<file path="config.mk">
export PLATFORM = sky130hd
export DESIGN_NAME = infoframe_scheduler
export DESIGN_NICKNAME = d
export VERILOG_FILES = /design/src/rtl/hdmi_packet_pkg.sv /design/src/rtl/infoframe_checksum.sv /design/src/rtl/infoframe_scheduler.sv
export SDC_FILE = /design/constraint.sdc
export NUM_CORES = 1
export LEC_CHECK = 0
export ABC_AREA = 1
export CAP_MARGIN = 20
export CORE_AREA = 2 2 594 596
export CTS_CLUSTER_SIZE = 28
export DETAILED_ROUTE_END_ITERATION = 10
export DIE_AREA = 0 0 596 598
export GPL_TIMING_DRIVEN = 0
export RECOVER_POWER = 100
export SYNTH_ARGS = -nofsm -noshare
export SYNTH_HDL_FRONTEND = slang
export SYNTH_SLANG_ARGS = --single-unit
</file>
<file path="constraint.sdc">
create_clock -name clk_pixel -period 19 [get_ports clk_pixel]
set_input_delay 2.85 -clock clk_pixel [delete_from_list [all_inputs] [get_ports clk_pixel]]
set_output_delay 2.85 -clock clk_pixel [all_outputs]
set_load 0.01 [all_outputs]
</file>
<file path="src/rtl/hdmi_packet_pkg.sv">
// Shared types and constants for HDMI data-island packet selection.
// A packet is a 24-bit header plus four 56-bit subpackets.
package hdmi_packet_pkg;

  typedef logic [23:0]      packet_header_t;
  typedef logic [3:0][55:0] packet_sub_t;

  localparam logic [3:0] SRC_AUDIO = 4'hE;
  localparam logic [3:0] SRC_NULL  = 4'hF;

  localparam logic [7:0] TYPE_AUDIO_SAMPLE = 8'h02;
  localparam logic [7:0] TYPE_VSIF         = 8'h81;
  localparam logic [7:0] TYPE_AVI          = 8'h82;
  localparam logic [7:0] TYPE_SPD          = 8'h83;
  localparam logic [7:0] TYPE_AUDIO_IF     = 8'h84;

endpackage

</file>
<file path="src/rtl/infoframe_checksum.sv">
// Combinational infoframe checksum: the byte that makes HB0..HB2 plus PB0..PB27 sum to zero.
// The incoming PB0 is ignored, since it is the byte being replaced.
module infoframe_checksum
  import hdmi_packet_pkg::*;
(
  input  packet_header_t i_header,
  input  packet_sub_t    i_sub,
  output logic [7:0]     o_checksum
);

  logic [7:0] w_sum;

  // PB n lives in byte n%7 of subpacket n/7.
  always_comb begin
    w_sum = i_header[7:0] + i_header[15:8] + i_header[23:16];
    for (int n = 1; n < 28; n++) begin
      w_sum = w_sum + i_sub[n / 7][8 * (n % 7) +: 8];
    end
    o_checksum = 8'h00 - w_sum;
  end

endmodule

</file>
<file path="src/rtl/infoframe_scheduler.sv">
// Per-slot data-island packet scheduler: audio first, then armed infoframes round-robin,
// otherwise a null packet. The selected packet is registered one cycle after packet_enable.
module infoframe_scheduler
  import hdmi_packet_pkg::*;
#(
  parameter int                 NUM_IF        = 4,
  parameter logic [NUM_IF-1:0]  CHECKSUM_MASK = {NUM_IF{1'b1}}
) (
  input  logic                    clk_pixel,
  input  logic                    reset,
  input  logic                    frame_start,
  input  logic                    packet_enable,
  input  logic [NUM_IF-1:0]       if_enable,
  input  logic [24*NUM_IF-1:0]    if_header,
  input  logic [224*NUM_IF-1:0]   if_sub,
  input  logic                    audio_valid,
  output logic                    audio_ready,
  input  logic [23:0]             audio_header,
  input  logic [223:0]            audio_sub,
  output logic                    packet_valid,
  output logic [23:0]             packet_header,
  output logic [223:0]            packet_sub,
  output logic [3:0]              packet_source,
  output logic [NUM_IF-1:0]       missed
);

  localparam int PW = (NUM_IF > 1) ? $clog2(NUM_IF) : 1;

  logic [NUM_IF-1:0] r_pending;
  logic [NUM_IF-1:0] r_missed;
  logic [PW-1:0]     r_rr_ptr;
  logic              r_valid;
  packet_header_t    r_header;
  packet_sub_t       r_sub;
  logic [3:0]        r_source;

  logic              w_found;
  logic [PW-1:0]     w_sel;
  logic [PW-1:0]     w_idx;
  logic [PW-1:0]     w_rr_next;
  packet_header_t    w_if_header;
  packet_sub_t       w_if_sub;
  packet_sub_t       w_if_sub_ck;
  logic              w_ck_en;
  logic [7:0]        w_checksum;
  logic              w_serve;
  logic [NUM_IF-1:0] w_served;
  logic [NUM_IF-1:0] w_pending_next;
  logic [NUM_IF-1:0] w_missed_next;

  // Rotated priority search: first pending source starting at r_rr_ptr, wrapping at NUM_IF.
  always_comb begin
    w_found = 1'b0;
    w_sel   = '0;
    w_idx   = r_rr_ptr;
    for (int k = 0; k < NUM_IF; k++) begin
      if (!w_found && r_pending[w_idx]) begin
        w_found = 1'b1;
        w_sel   = w_idx;
      end
      w_idx = (w_idx == PW'(NUM_IF - 1)) ? '0 : w_idx + 1'b1;
    end
    w_rr_next = (w_sel == PW'(NUM_IF - 1)) ? '0 : w_sel + 1'b1;
  end

  always_comb begin
    w_if_header = '0;
    w_if_sub    = '0;
    w_ck_en     = 1'b0;
    for (int i = 0; i < NUM_IF; i++) begin
      if (w_sel == PW'(i)) begin
        w_if_header = if_header[24*i +: 24];
        w_if_sub    = if_sub[224*i +: 224];
        w_ck_en     = CHECKSUM_MASK[i];
      end
    end
  end

  infoframe_checksum u_checksum (
    .i_header   (w_if_header),
    .i_sub      (w_if_sub),
    .o_checksum (w_checksum)
  );

  always_comb begin
    w_if_sub_ck = w_if_sub;
    if (w_ck_en) w_if_sub_ck[0][7:0] = w_checksum;
  end

  // A source served in the same cycle it is re-armed keeps the new instance and is not missed.
  always_comb begin
    w_serve  = packet_enable && !audio_valid && w_found;
    w_served = '0;
    for (int i = 0; i < NUM_IF; i++) begin
      w_served[i] = w_serve && (w_sel == PW'(i));
    end
    w_pending_next = (r_pending & ~w_served) | (frame_start ? if_enable : '0);
    w_missed_next  = r_missed | (frame_start ? (if_enable & r_pending & ~w_served) : '0);
  end

  always_ff @(posedge clk_pixel) begin
    if (reset) begin
      r_pending <= '0;
      r_missed  <= '0;
      r_rr_ptr  <= '0;
      r_valid   <= 1'b0;
      r_header  <= '0;
      r_sub     <= '0;
      r_source  <= SRC_NULL;
    end else begin
      r_pending <= w_pending_next;
      r_missed  <= w_missed_next;
      r_valid   <= packet_enable;
      if (w_serve) r_rr_ptr <= w_rr_next;
      if (packet_enable) begin
        if (audio_valid) begin
          r_header <= audio_header;
          r_sub    <= audio_sub;
          r_source <= SRC_AUDIO;
        end else if (w_found) begin
          r_header <= w_if_header;
          r_sub    <= w_if_sub_ck;
          r_source <= 4'(w_sel);
        end else begin
          r_header <= '0;
          r_sub    <= '0;
          r_source <= SRC_NULL;
        end
      end
    end
  end

  assign audio_ready   = packet_enable && audio_valid;
  assign packet_valid  = r_valid;
  assign packet_header = r_header;
  assign packet_sub    = r_sub;
  assign packet_source = r_source;
  assign missed        = r_missed;

endmodule

</file>
**Word-level counts from Yosys, hierarchy flattened**

Cells that the tools add are included.

- $lt $le $gt $ge: 4
- Mux-type cells: 41
- Add/subtract/negate cells: 34
- Bitwise operators: 6
- Reductions and logical operators: 15
- Equality and inequality tests: 6

Operators by type and width:

| cell | number |
|---|---|
| 2-to-1 mux 224 bit | 6 |
| adder 8 bit | 29 |
| 2-to-1 mux 24 bit | 6 |
| 2-to-1 mux 2 bit | 8 |
| 2-to-1 mux 4 bit | 4 |
| AND 4 bit | 3 |
| less-than comparator 2 x 3 -> 1 bit (second input constant) | 4 |
| 2-to-1 mux 1 bit | 12 |
| == test 2 bit (second input constant) | 5 |
| logical AND 1 bit | 10 |
| adder 2 x 1 -> 2 bit (second input constant) | 4 |
| binary-select mux 1 bit (select 2 bit) | 4 |
| 2-to-1 mux 8 bit | 1 |
| OR 4 bit | 2 |
| subtractor 1 x 8 -> 8 bit (first input constant) | 1 |
| zero test 1 bit | 4 |
| inverter 4 bit | 1 |
| == test 2 x 1 -> 1 bit (second input constant) | 1 |
| zero test 2 bit | 1 |

- Register bits: 263
- Input bits: 1249
- Logic and storage cells: 116

**Longest topological paths before layout**

- Depth after elaboration: 50
- Gate-level depth with buffers: 50
- Mapped depth without buffers: 47

**Modules after synthesis**

From an unflattened synthesis, not the netlist that was laid out.

- Cell total of the unflattened synthesis: 3756
- Area, all modules: 26150.1 µm²

Modules (own cells, without submodules):

| module | cells an instance | times used | area each (µm²) |
|---|---|---|---|
| infoframe_scheduler | 3182 | 1 | 20761.2 |
| infoframe_checksum | 574 | 1 | 5388.9 |

**Worst setup path after synthesis**

OpenSTA, ideal clock, no wires.

- Path kind: input -> register
- Start: in if_sub[379]
- End: reg r_sub (netlist bit packet_sub[7])
- Library setup time: 0.112 ns
- Stages: 31
- Arrival: 8.843 ns
- Path slack: 10.045 ns
- Cell sequence: a22oi_1 nand2_1 o21ai_0 a21oi_1 fa_1 inv_1 fa_1 inv_1 fa_1 fa_1 inv_1 fa_1 fa_1 fa_1 inv_1 fa_1 inv_1 ha_1 fa_1 nand3_1 nand2_1 xor2_1 inv_1 nand2_1 nand2_1 nand2_1 nand2_1 nand2_1 nand3_1 nand2_1 nand2_1

- Word-level cells in the longest chain between the ends: 16

Ends and longest elaborated chain:

| item | line | RTL |
|---|---|---|
| from (decl) | infoframe_scheduler.sv:15 | `input logic [224*NUM_IF-1:0] if_sub,` |
| 2-to-1 mux 224 bit (3 in series) | infoframe_scheduler.sv:71 | `if (w_sel == PW'(i)) begin` |
| adder 8 bit (9 in series) | infoframe_checksum.sv:17 | `w_sum = w_sum + i_sub[n / 7][8 * (n % 7) +: 8];` |
| subtractor 1 x 8 -> 8 bit | infoframe_checksum.sv:19 | `o_checksum = 8'h00 - w_sum;` |
| 2-to-1 mux 8 bit | infoframe_scheduler.sv:87 | `if (w_ck_en) w_if_sub_ck[0][7:0] = w_checksum;` |
| 2-to-1 mux 224 bit | infoframe_scheduler.sv:120 | `end else if (w_found) begin` |
| 2-to-1 mux 224 bit | infoframe_scheduler.sv:116 | `if (audio_valid) begin` |
| to (signal assigned) | infoframe_scheduler.sv:118 | `r_sub <= audio_sub;` |
| to (signal assigned) | infoframe_scheduler.sv:122 | `r_sub <= w_if_sub_ck;` |
| to (decl) | infoframe_scheduler.sv:34 | `packet_sub_t r_sub;` |

No other way between the ends.
A chain may end at the register's enable or synchronous reset.

**Worst setup path after layout**

- Start: reg r_rr_ptr[0]
- End: reg r_sub (netlist bit packet_sub[7])

- Word-level cells in the longest chain between the ends: 50
- Elaborated cells on any way between the ends: 80
- Classes of those cells: add/sub (33); eq/ne (6); mux (34); reduce/logical (7)

Ends and longest elaborated chain:

| item | line | RTL |
|---|---|---|
| from (decl) | infoframe_scheduler.sv:31 | `logic [PW-1:0] r_rr_ptr;` |
| from (signal assigned) | infoframe_scheduler.sv:114 | `if (w_serve) r_rr_ptr <= w_rr_next;` |
| branches (longest 48 deep; another with adder 2 x 1 -> 2 bit) | - |  |
| 2-to-1 mux 224 bit (*) | infoframe_scheduler.sv:120 |  |
| 2-to-1 mux 224 bit (*) | infoframe_scheduler.sv:116 |  |

Mark *: on every way between the ends. The select of a mux whose other input is x is not followed.

==> run metrics <==
drt first pass iters=6; Max Cap Viol=15; Max Root-Sink Buffers=3; Worst R2R Setup Slack=3130 ps; Syn Area/Cell=6.75 um2; clock sinks=262; # Post-CTS Setup Buffers=0; max frequency=63.0 MHz; Rows=218; Min Hold Slack=458 ps; fin. max-slew vios=122; H-tree Lvls=2; status=complete, but fails checks; Worst Tran Pin Value=2630 ps; RSZ-0062 raised after global routing=false; hold endpoint=packet_source[1]$_SDFFE_PP1P_; clock period minus worst slack=15870 ps; largest net degree at the start of global routing=11; global-route wire length before repair=539000 um; DRC=0; input/output buffers=1496; WL final=470000 um; Post-Synthesis Cell Area=23800 um2; Starting Density=6.80%; Worst Path Required=19540 ps; endpoints failing hold=0; Slew HR=-77.0%; #FFs+latches synth=262; failing checks=capacitance limit, slew limit; vias post-DR=37300; routed len/inst=47.2 um; Area Overhead vs Synth=96.4%; crit share post-route=83.5%; IO Pins=1507; Global Route Usage Sum=25.3%; CTS tree=built; Post-CTS Resized=0; Worst Path Max Fanout=11; Die Width=596 um; initial antenna violation count=586; Final setup viols=0; reg2reg start=r_rr_ptr[0]$_SDFFE_PP0P_; register area share after synthesis=22.0%; CTS buffer count=40; Max stage delay cell, worst path=o21ai_0; critical setup path kind=flop to flop; startpoint types=flop; root buffer cell=clkbuf_16; nets=6588; pre-CTS setup slack=5210 ps; post-DP HPWL=433000 um; reg2reg path depth=38; critical path arrival=16410 ps; Post-DRT Antenna Nets=0; worst min-delay path class=flop to flop; Vias/cell=3.74; layout cells sized above 1=3.95%; Hold Buf Count CTS=0; final worst setup slack=3130 ps; Worst-Skew Late Latency=660 ps; Crit. End Element=flop; Yosys cell types=41; capturing point of the worst reg2reg path=packet_sub[7]$_SDFFE_PP0P_; Ys Warns=0; setup TNS=0 ps; WHS Path Cells=2; total gr overflow=0; clk_skew=33.6 ps; vias in the first global route=34500; Crit path top cell by count=fa_1; core area=351000 um2; critical path's largest stage delay=2040 ps; Synth Instances=3533; Die H=598 um; Syn Nets=4985; CTS clk-pin slew, worst paths=70 ps; initial DRC count=3618; full die area=356000 um2; Worst Hold Launch=packet_source[1]$_SDFFE_PP1P_; GP Congestion=1.00
-- stage by stage --
step	instances	cell area, um2	util, %
5_1_grt	9859	46600	13.3
3_3_place_gp	9649	44600	12.7
3_5_place_dp	9712	45500	13.0
6_report	9956	46800	13.3
2_1_floorplan	3533	23800	-
4_1_cts	9783	46800	13.3
-- placed cells by master, fill, tap and decap left out, types with 150 or more instances in the layout --
cell / n
nor2_1: 193
diode_2: 171
fa_1: 171
nand2_1: 1164
dlygate4sd3_1: 258
a31oi_1: 240
clkdlybuf4s50_1: 1238
o21ai_0: 150
a22oi_1: 155
dfxtp_1: 262
clkbuf_1: 229
a21oi_1: 233
inv_1: 270
-- cells in the mapped netlist, drive strengths merged --
| cell type | number | area [um2] |
|---|---|---|
| nand2 | 1164 | 4370 |
| inv | 276 | 1040 |
| dfxtp | 262 | 5250 |
| a31oi | 240 | 1500 |
| a21oi | 237 | 1190 |
| nor2 | 196 | 753 |
| clkbuf | 178 | 668 |
| fa | 171 | 3420 |
| o21ai | 160 | 805 |
| a22oi | 156 | 1180 |
| buf | 102 | 679 |
| nand3 | 65 | 325 |
| or2 | 61 | 382 |
| o21a | 59 | 443 |
| o211ai | 56 | 420 |
| a22o | 55 | 482 |
| ha | 32 | 400 |
| a221oi | 27 | 236 |
| xnor2 | 8 | 70.1 |
| nand3b | 7 | 52.6 |
| o31ai | 7 | 52.6 |
| xor2 | 6 | 52.6 |
| o221ai | 3 | 26.3 |
| nor3 | 2 | 10.0 |
| a211oi | 1 | 20.0 |
| a21o | 1 | 7.51 |
| nand4 | 1 | 6.26 |
-- worst max-delay path: cells and delay by family, from the launching register on --
kind            cells  cell delay [ps]
fa+ha+maj          11             5390
buf+inv            11             4100
xor+xnor            1              790
simple gates       10             1530
compound gates      5             3330
flops               1              480
-- cells by family (layout without fill, tap and decap cells) --
family / count (synthesis) / count (layout) / synth area share, %
xor+xnor: 14 / 14 / 0.514
compound gates: 1002 / 1002 / 26.7
fa+ha+maj: 203 / 203 / 16.0
other cells: 0 / 171 / 0
flops: 262 / 262 / 22.0
buf+inv: 556 / 2188 / 10.0
simple gates: 1496 / 1496 / 24.8
-- registers in the layout, summed over array words and instances (netlist names) --
register       cells
missed             4
packet_valid       1
packet_header     24
packet_source      3
r_pending          4
r_rr_ptr           2
packet_sub       224
-- metal layers --
layer	up-vias	GRT usage [%]	wire [um]	share of wire, %
met5	-	0	2510	0.53
met4	370	11.0	27500	5.9
met3	1083	16.3	69200	15
met2	2946	39.9	203000	43
met1	17600	26.5	168000	36
li1	15300	-	-	-
-- worst max path at each step --
stage                                         from                          to  slack (ps)  depth (start not counted)
after CTS                 r_rr_ptr[0]$_SDFFE_PP0P_  packet_sub[7]$_SDFFE_PP0P_        5140                         39
after floorplan                        if_sub[379]  packet_sub[7]$_SDFFE_PP0P_       10040                         31
after global placement    r_rr_ptr[0]$_SDFFE_PP0P_  packet_sub[7]$_SDFFE_PP0P_        3990                         36
final                     r_rr_ptr[0]$_SDFFE_PP0P_  packet_sub[7]$_SDFFE_PP0P_        3130                         38
after global routing      r_rr_ptr[0]$_SDFFE_PP0P_  packet_sub[7]$_SDFFE_PP0P_        2450                         42
after detailed placement  r_rr_ptr[0]$_SDFFE_PP0P_  packet_sub[7]$_SDFFE_PP0P_        5210                         39
-- layout make-up --
class | instances | area (um2)
plain buffers | 280 | 1170
fillers | 40700 | 304000
clock inverters | 15 | 158
clock buffers | 56 | 1120
multi-input cells | 2715 | 16200
inverters | 276 | 1040
diodes | 171 | 428
well taps | 4620 | 5780
repair buffers | 1561 | 15700
flip-flops and latches | 262 | 5250
Power is left out: the tool's default activity adds up to more than one toggle a clock period on the data nets, which glitch-free logic cannot reach.
